[src/rtl/iomem_timer.sv]
// rtl/iomem_timer.sv - memory-mapped 32-bit timer/compare peripheral on the iomem bus
//
// Ports:
//   clk, resetn         system clock, synchronous active-low reset
//   iomem_valid         bus request valid
//   iomem_ready         one-cycle acknowledge (registered)
//   iomem_wstrb[3:0]    byte write strobes, 0 = read
//   iomem_addr[31:0]    byte address; [31:24] must equal ADDR_HI, [4:2] selects the register
//   iomem_wdata[31:0]   write data
//   iomem_rdata[31:0]   read data, valid while iomem_ready = 1 (pre-write value)
//   irq                 level interrupt, registered match & irq_en
//
// Register map (iomem_addr[4:2]):
//   0 CTRL {irq_en, autoreload, en}   1 PRESCALE[15:0]   2 COMPARE
//   3 COUNT                           4 STATUS {match}, write 1 to clear
//   5-7 read 0, writes ignored

module iomem_timer #(
    parameter logic [7:0] ADDR_HI = 8'h04
) (
    input  logic        clk,
    input  logic        resetn,
    input  logic        iomem_valid,
    output logic        iomem_ready,
    input  logic [3:0]  iomem_wstrb,
    input  logic [31:0] iomem_addr,
    input  logic [31:0] iomem_wdata,
    output logic [31:0] iomem_rdata,
    output logic        irq
);

    localparam logic [2:0] REG_CTRL     = 3'd0;
    localparam logic [2:0] REG_PRESCALE = 3'd1;
    localparam logic [2:0] REG_COMPARE  = 3'd2;
    localparam logic [2:0] REG_COUNT    = 3'd3;
    localparam logic [2:0] REG_STATUS   = 3'd4;

    logic        en;
    logic        autoreload;
    logic        irq_en;
    logic [15:0] prescale;
    logic [31:0] compare;
    logic [31:0] count;
    logic        match;
    logic [15:0] pre_cnt;

    logic        sel;
    logic        wr;
    logic [2:0]  reg_idx;
    logic [31:0] rd_val;
    logic [31:0] wr_val;
    logic        tick;
    logic        hit;

    logic        unused_addr;
    assign unused_addr = ^{iomem_addr[23:5], iomem_addr[1:0]};

    // !iomem_ready gates selection so a held request is acknowledged only once
    assign sel     = iomem_valid && !iomem_ready && (iomem_addr[31:24] == ADDR_HI);
    assign wr      = sel && (iomem_wstrb != 4'b0000);
    assign reg_idx = iomem_addr[4:2];

    assign tick = en && (pre_cnt == prescale);
    assign hit  = (count == compare);

    always_comb begin
        rd_val = 32'h0;
        case (reg_idx)
            REG_CTRL:     rd_val = {29'h0, irq_en, autoreload, en};
            REG_PRESCALE: rd_val = {16'h0, prescale};
            REG_COMPARE:  rd_val = compare;
            REG_COUNT:    rd_val = count;
            REG_STATUS:   rd_val = {31'h0, match};
            default:      rd_val = 32'h0;
        endcase
    end

    // Byte-merged write value: unstrobed bytes keep the current register contents
    always_comb begin
        wr_val = rd_val;
        for (int b = 0; b < 4; b++) begin
            if (iomem_wstrb[b]) begin
                wr_val[8*b +: 8] = iomem_wdata[8*b +: 8];
            end
        end
    end

    always_ff @(posedge clk) begin
        if (!resetn) begin
            en          <= 1'b0;
            autoreload  <= 1'b0;
            irq_en      <= 1'b0;
            prescale    <= 16'h0;
            compare     <= 32'h0;
            count       <= 32'h0;
            match       <= 1'b0;
            pre_cnt     <= 16'h0;
            iomem_ready <= 1'b0;
            iomem_rdata <= 32'h0;
            irq         <= 1'b0;
        end else begin
            iomem_ready <= sel;
            if (sel) begin
                iomem_rdata <= rd_val;
            end

            irq <= match & irq_en;

            // Counting; bus writes below are later in the block and therefore win
            if (en) begin
                if (tick) begin
                    pre_cnt <= 16'h0;
                    if (hit) begin
                        match <= 1'b1;
                        if (autoreload) begin
                            count <= 32'h0;
                        end else begin
                            en <= 1'b0;
                        end
                    end else begin
                        count <= count + 32'd1;
                    end
                end else begin
                    // Free 16-bit wrap keeps counting sane if PRESCALE drops below pre_cnt
                    pre_cnt <= pre_cnt + 16'd1;
                end
            end else begin
                pre_cnt <= 16'h0;
            end

            if (wr) begin
                case (reg_idx)
                    REG_CTRL: begin
                        // Only byte 0 holds control bits; without it a pending one-shot disable stands
                        if (iomem_wstrb[0]) begin
                            en         <= iomem_wdata[0];
                            autoreload <= iomem_wdata[1];
                            irq_en     <= iomem_wdata[2];
                            if (!iomem_wdata[0]) begin
                                pre_cnt <= 16'h0;
                            end
                        end
                    end
                    REG_PRESCALE: prescale <= wr_val[15:0];
                    REG_COMPARE:  compare  <= wr_val;
                    REG_COUNT:    count    <= wr_val;
                    REG_STATUS: begin
                        // A match set on this same edge takes priority over the clear
                        if (iomem_wstrb[0] && iomem_wdata[0] && !(tick && hit)) begin
                            match <= 1'b0;
                        end
                    end
                    default: ;
                endcase
            end
        end
    end

endmodule

[config.mk]
export PLATFORM = sky130hd
export DESIGN_NAME = iomem_timer
export DESIGN_NICKNAME = d
export VERILOG_FILES = /design/src/rtl/iomem_timer.sv
export SDC_FILE = /design/constraint.sdc
export NUM_CORES = 1
export LEC_CHECK = 0
export CAP_MARGIN = 20
export CELL_PAD_IN_SITES_DETAIL_PLACEMENT = 0
export CELL_PAD_IN_SITES_GLOBAL_PLACEMENT = 1
export CORE_MARGIN = 8
export CORE_UTILIZATION = 25
export DETAILED_ROUTE_END_ITERATION = 8
export PLACE_DENSITY = 0.66
export SYNTH_ARGS = -nofsm -noshare
export SYNTH_HDL_FRONTEND = slang
export SYNTH_SLANG_ARGS = --single-unit
[constraint.sdc]
create_clock -name clk -period 2.6 [get_ports clk]
set_input_delay 0.52 -clock clk [delete_from_list [all_inputs] [get_ports clk]]
set_output_delay 0.52 -clock clk [all_outputs]
set_load 0.02 [all_outputs]
## Word-level counts from Yosys, hierarchy flattened

Cells that the tools add are included.

- Register bits: 134

- Bitwise operators: 1
- Equality and inequality tests: 7
- Reductions and logical operators: 14
- Mux-type cells: 30
- Add/subtract/negate cells: 2

Operators with widths:

| kind | count |
|---|---|
| $mux 32 | 6 |
| $pmux 32 s5 | 1 |
| $mux 16 | 6 |
| $add 32x1->32 const B | 1 |
| $eq 32x32->1 | 1 |
| $mux 8 | 4 |
| $add 16x1->16 const B | 1 |
| $eq 16x16->1 | 1 |
| $mux 1 | 13 |
| $eq 8x3->1 const B | 1 |
| $logic_and 1x1->1 | 7 |
| $eq 3x2->1 const B | 2 |
| $reduce_and 2->1 | 2 |
| $reduce_bool 4->1 | 1 |
| $eq 3x1->1 const B | 1 |
| $eq 3x3->1 const B | 1 |
| $logic_not 3->1 | 1 |
| $reduce_and 3->1 | 1 |
| $logic_not 1->1 | 2 |
| $and 1x1->1 | 1 |

## Longest topological paths before layout

- Depth in word-level cells: 8
- Gate-level depth with buffers: 11
- Gate-level depth less buffers: 8

## Least setup slack after synthesis

Ideal clock, no wire load.

- Path type: register to register
- Start point: reg count[0]
- End point: reg count[26]
- Period minus slack after synthesis: 2.466 ns
- Path slack: 0.134 ns
- Required time: 2.541 ns
- Cell stages (with the launch flop): 9
- Data arrival time: 2.407 ns
- Path buffers: 0
- Setup time: 0.059 ns
- Path through: dfxtp_1 -> ha_1 -> nand3_4 -> nor4_4 -> nand3_4 -> or3_4 -> or3_1 -> o32a_1 -> nand2_1

- Longest elaborated chain between the ends: 6
- Elaborated cells on any way between the ends: 7

Ends and longest elaborated chain:

| item | line | source |
|---|---|---|
| start, declared | 43 | `logic [31:0] count;` |
| start signal, assigned | 121 | `count <= count + 32'd1;` |
| start signal, assigned | 146 | `REG_COUNT: count <= wr_val;` |
| $add 32x1->32 / $eq 32x32->1 (equally long branches) | 121, 64 |  |
| $mux 32 (*) | 113 | `if (hit) begin` |
| $mux 32 (*) | 111 | `if (tick) begin` |
| $mux 32 (*) | 110 | `if (en) begin` |
| $mux 32 | 132 | `case (reg_idx)` |
| $mux 32 (*) | 131 | `if (wr) begin` |

Mark *: on every way between the ends. The rest lies on a longest branch, timed or not.
A chain may end at the register's enable or synchronous reset.

## Final worst setup path

- Start point: reg count[1]
- End point: reg count[26]

Same word-level chain as after synthesis.

==> summary.md <==
| Metric | Value |
|---|---|
| Most common cell on crit path | nand3_4 |
| Hold_sp | iomem_rdata[22]$_SDFFE_PN0P_ |
| Hold EP | iomem_rdata[22]$_SDFFE_PN0P_ |
| Seq/Total Area, Yosys | 0.356 |
| Share of layout cells above drive strength 1 | 0.200 |
| Top Ports | 105 |
| First-pass GRT wire length | 41.2 mm |
| First-pass DRT Iterations | 5 |
| Power Density | 476 nW/um^2 |
| Hold buffer count at cts | 0 |
| Worst slack at placement | -0.167 ns |
| Chip height | 190 microns |
| Worst R2R Setup Slack | 0.15 ns |
| Crit path DAT | 2.82 ns |
| Syn Std Cell Area | 7540 sq um |
| Die Width | 190 microns |
| Fill cells | 3154 |
| Final Net Count | 1147 |
| Residual DRC count | 0 |
| Worst-path cell chain | ha_2 > nand3_4 > nor4_4 > nand3_4 > or3_4 > or3_1 > o32a_1 > nand2_1 |
| Max Root-Sink Buffers | 2 |
| Tmin final | 2.45 ns |
| Crit-path slowest cell | or3_4 |
| N_diodes | 0 |
| Die Area | 36000 sq um |
| Crit share post-route | 0.942 |
| Worst slew pin tran | 0.555 ns |
| Critical Path End Type | flip-flop |
| Clk_skew | 0.0126 ns |
| Worst-path clk slew | 0.07 ns |
| Crit Path Category | flip-flop to flip-flop |
| Fin cells | 1476 |
| Leak | 0.00423 uW |
| EDFF count, synth | 0 |
| Area delta synth->final | 36.4% |
| Ratio of routed vias to standard cells | 4.93 |
| Final Instance Area | 10300 sq um |
| Final Util | 0.347 |
| Vias in the first global route | 6974 |
| VDD IR-drop max | 0.446 mV |
| Grt ovf | 0 |
| DP HPWL | 20.4 mm |
| Unrepaired setup endpoints after global routing | no |
| PortBufs | 83 |
| Placed insts | 1445 |
| Avg WL per Cell | 17.6 microns |
| Slew headroom | 0.630 |
| Crit path max fanout | 4 |
| Initial core utilization | 0.254 |
| TritonCTS Buffers | 17 |
| Top_reg_cell synth | dfxtp_1 |
| GRT Total Usage | 0.145 |
| Synthesis warning total | 0 |
| Worst min-delay path class | flip-flop to flip-flop |
| Depth of the most critical reg-to-reg path | 8 |
| Worst path max stage delay | 0.42 ns |
| CTS tree | yes |
| Netlist cell types | 69 |
| Setup TNS | 0 ns |
| MaxCap Viol Count | 0 |
| WL final | 26.0 mm |
| Final hold violations | 0 |
| Synthesized flop and latch total | 134 |
| Final worst slack | 0.151 ns |
| Top cell type's share of synthesized area | 0.356 |
| Hold path depth | 2 |
| Placed cell areas | 9630 sq um |
| Core Area | 29600 sq um |
| Top cells by area, synth | dfxtp_1 36%, nand2_1 6.7%, xor2_1 5.7% |
| RR Startpoint | count[1]$_SDFF_PN0_ |
| CP startpoint kind | flip-flop |
| Async SR Flop Fraction | 0 |
| Worst-Skew Late Latency | 0.43 ns |
| Mapped Cells | 917 |
| Antenna Nets Post-Route | 0 |
| Slew Limit Fails | 0 |
| Synth Area per Inst | 8.22 sq um |
| # rows | 63 |
| CTS root buf | clkbuf_16 |
| Synthesized net count | 990 |
| Clk sink count | 134 |
| Status | completed |
| Initial antenna violation count | 0 |
| Htree depth | 4 |
| Worst R2R End | count[26]$_SDFF_PN0_ |
| Vias | 7282 |
| Critical Path RT | 2.97 ns |
| First DRT Iteration DRCs | 484 |
| Routability cong. | 0.924 |
| Area leader, netlist | dfxtp_1 |
| Largest net degree at the start of global routing | 48 |
| # setup viols final | 0 |
| Fmax | 0.408 GHz |
## cells in the final DEF, fill, tap and decap left out, types with 6 or more instances in the layout
cell type and count:
a22o_1 10, inv_1 13, a22oi_1 13, xnor2_1 22, o21ai_0 50, o211a_1 24, a221oi_1 12, a21boi_0 22
nor4_2 6, mux2i_1 28, xor2_1 49, a21oi_1 18, nand4_1 17, nor4_1 18, nand3_1 25, nor3_1 13
or2_2 10, nand2_1 135, nor2_1 60, nor2b_1 14, dfxtp_1 133, buf_4 125, nor3b_1 8, and3_1 9
clkdlybuf4s50_1 82, o22ai_1 9, and2_1 28, mux2_2 16, buf_12 8, clkbuf_16 17
## cell families (layout without fill, tap and decap cells)
group	count (synthesis)	after routing	synth area share
flops	134	134	0.356
simple gates	377	377	0.255
buf+inv	92	261	0.0506
xor+xnor	71	71	0.0825
fa+ha+maj	2	2	0.00332
mux	46	46	0.0676
compound gates	195	195	0.185
## critical path: cells and delay by family (launching register included)
| family | cells | cell delay (ns) |
|---|---|---|
| AOI/OAI and AO/OA | 1 | 0.34 |
| adders and majority gates | 1 | 0.24 |
| DFF | 1 | 0.36 |
| and+or+nand+nor | 6 | 1.47 |
## sequential cells by signal, summed over array words and instances, names as in the netlist
register / flops
irq: 1
count: 32
prescale: 16
iomem_ready: 1
match: 1
compare: 32
iomem_rdata: 32
en: 1
irq_en: 1
pre_cnt: 16
autoreload: 1
## repair_timing
action                                  in CTS  in global routing
pin swaps                                    0                  0
setup buffers                                0                  0
endpoints found under the setup margin       5                 14
gates resized for setup                      3                  8
## routing by layer
| metal | share of wire | GRT usage | vias up |
|---|---|---|---|
| met3 | 0.053 | 0.0287 | 45 |
| met2 | 0.45 | 0.230 | 186 |
| met4 | 0.027 | 0.0505 | 0 |
| met5 | 0 | 0 | - |
| met1 | 0.47 | 0.193 | 3482 |
| li1 | - | - | 3569 |
## power breakdown
group | switching [uW] | total [uW] | internal, uW
Clock | 986 | 2550 | 1560
Combinational | 148 | 294 | 147
Sequential | 0.444 | 2050 | 2050
Total | 1130 | 4890 | 3760
## stage by stage
step           total power, uW  hold WS [ns]
5_1_grt                   5060         0.477
3_5_place_dp              2390         0.455
2_1_floorplan             2220         0.448
3_3_place_gp              2400         0.450
6_report                  4890         0.460
4_1_cts                   4950         0.464
## layout make-up
| cell class | count | area (sq um) | area share |
|---|---|---|---|
| well taps | 390 | 488 | 0.0475 |
| clock buffers | 20 | 457 | 0.0444 |
| flip-flops and latches | 134 | 2680 | 0.261 |
| repair buffers | 216 | 1920 | 0.187 |
| inverters | 14 | 52.6 | 0.00511 |
| clock inverters | 11 | 149 | 0.0145 |
| multi-input cells | 691 | 4530 | 0.440 |
## synth_stat cells (all sizes together) (3+ instances only)
master	n
a211o	3
a211oi	3
a21boi	22
a21oi	18
a221oi	12
a22o	10
a22oi	13
a31oi	3
and2	29
and3	9
and4	4
buf	24
clkbuf	54
dfxtp	134
inv	14
mux2	16
mux2i	28
nand2	135
nand2b	3
nand3	28
nand4	17
nor2	60
nor2b	14
nor3	18
nor3b	8
nor4	25
o211a	24
o211ai	5
o21a	3
o21ai	52
o22ai	9
o31ai	5
o32a	3
or2	12
or3	7
or4	4
xnor2	22
xor2	49
## worst max path at each step
stage,from,to,depth (start not counted)
floorplan,count[0]$_SDFF_PN0_,count[26]$_SDFF_PN0_,8
global placement,iomem_addr[25],pre_cnt[14]$_SDFF_PN0_,8
detailed placement,iomem_addr[25],pre_cnt[3]$_SDFF_PN0_,8
CTS,prescale[1]$_SDFFE_PN0P_,count[0]$_SDFF_PN0_,9
global route,count[3]$_SDFF_PN0_,count[25]$_SDFF_PN0_,7
finish,count[1]$_SDFF_PN0_,count[26]$_SDFF_PN0_,8
Note: power is estimated with default switching activity, not from simulation.
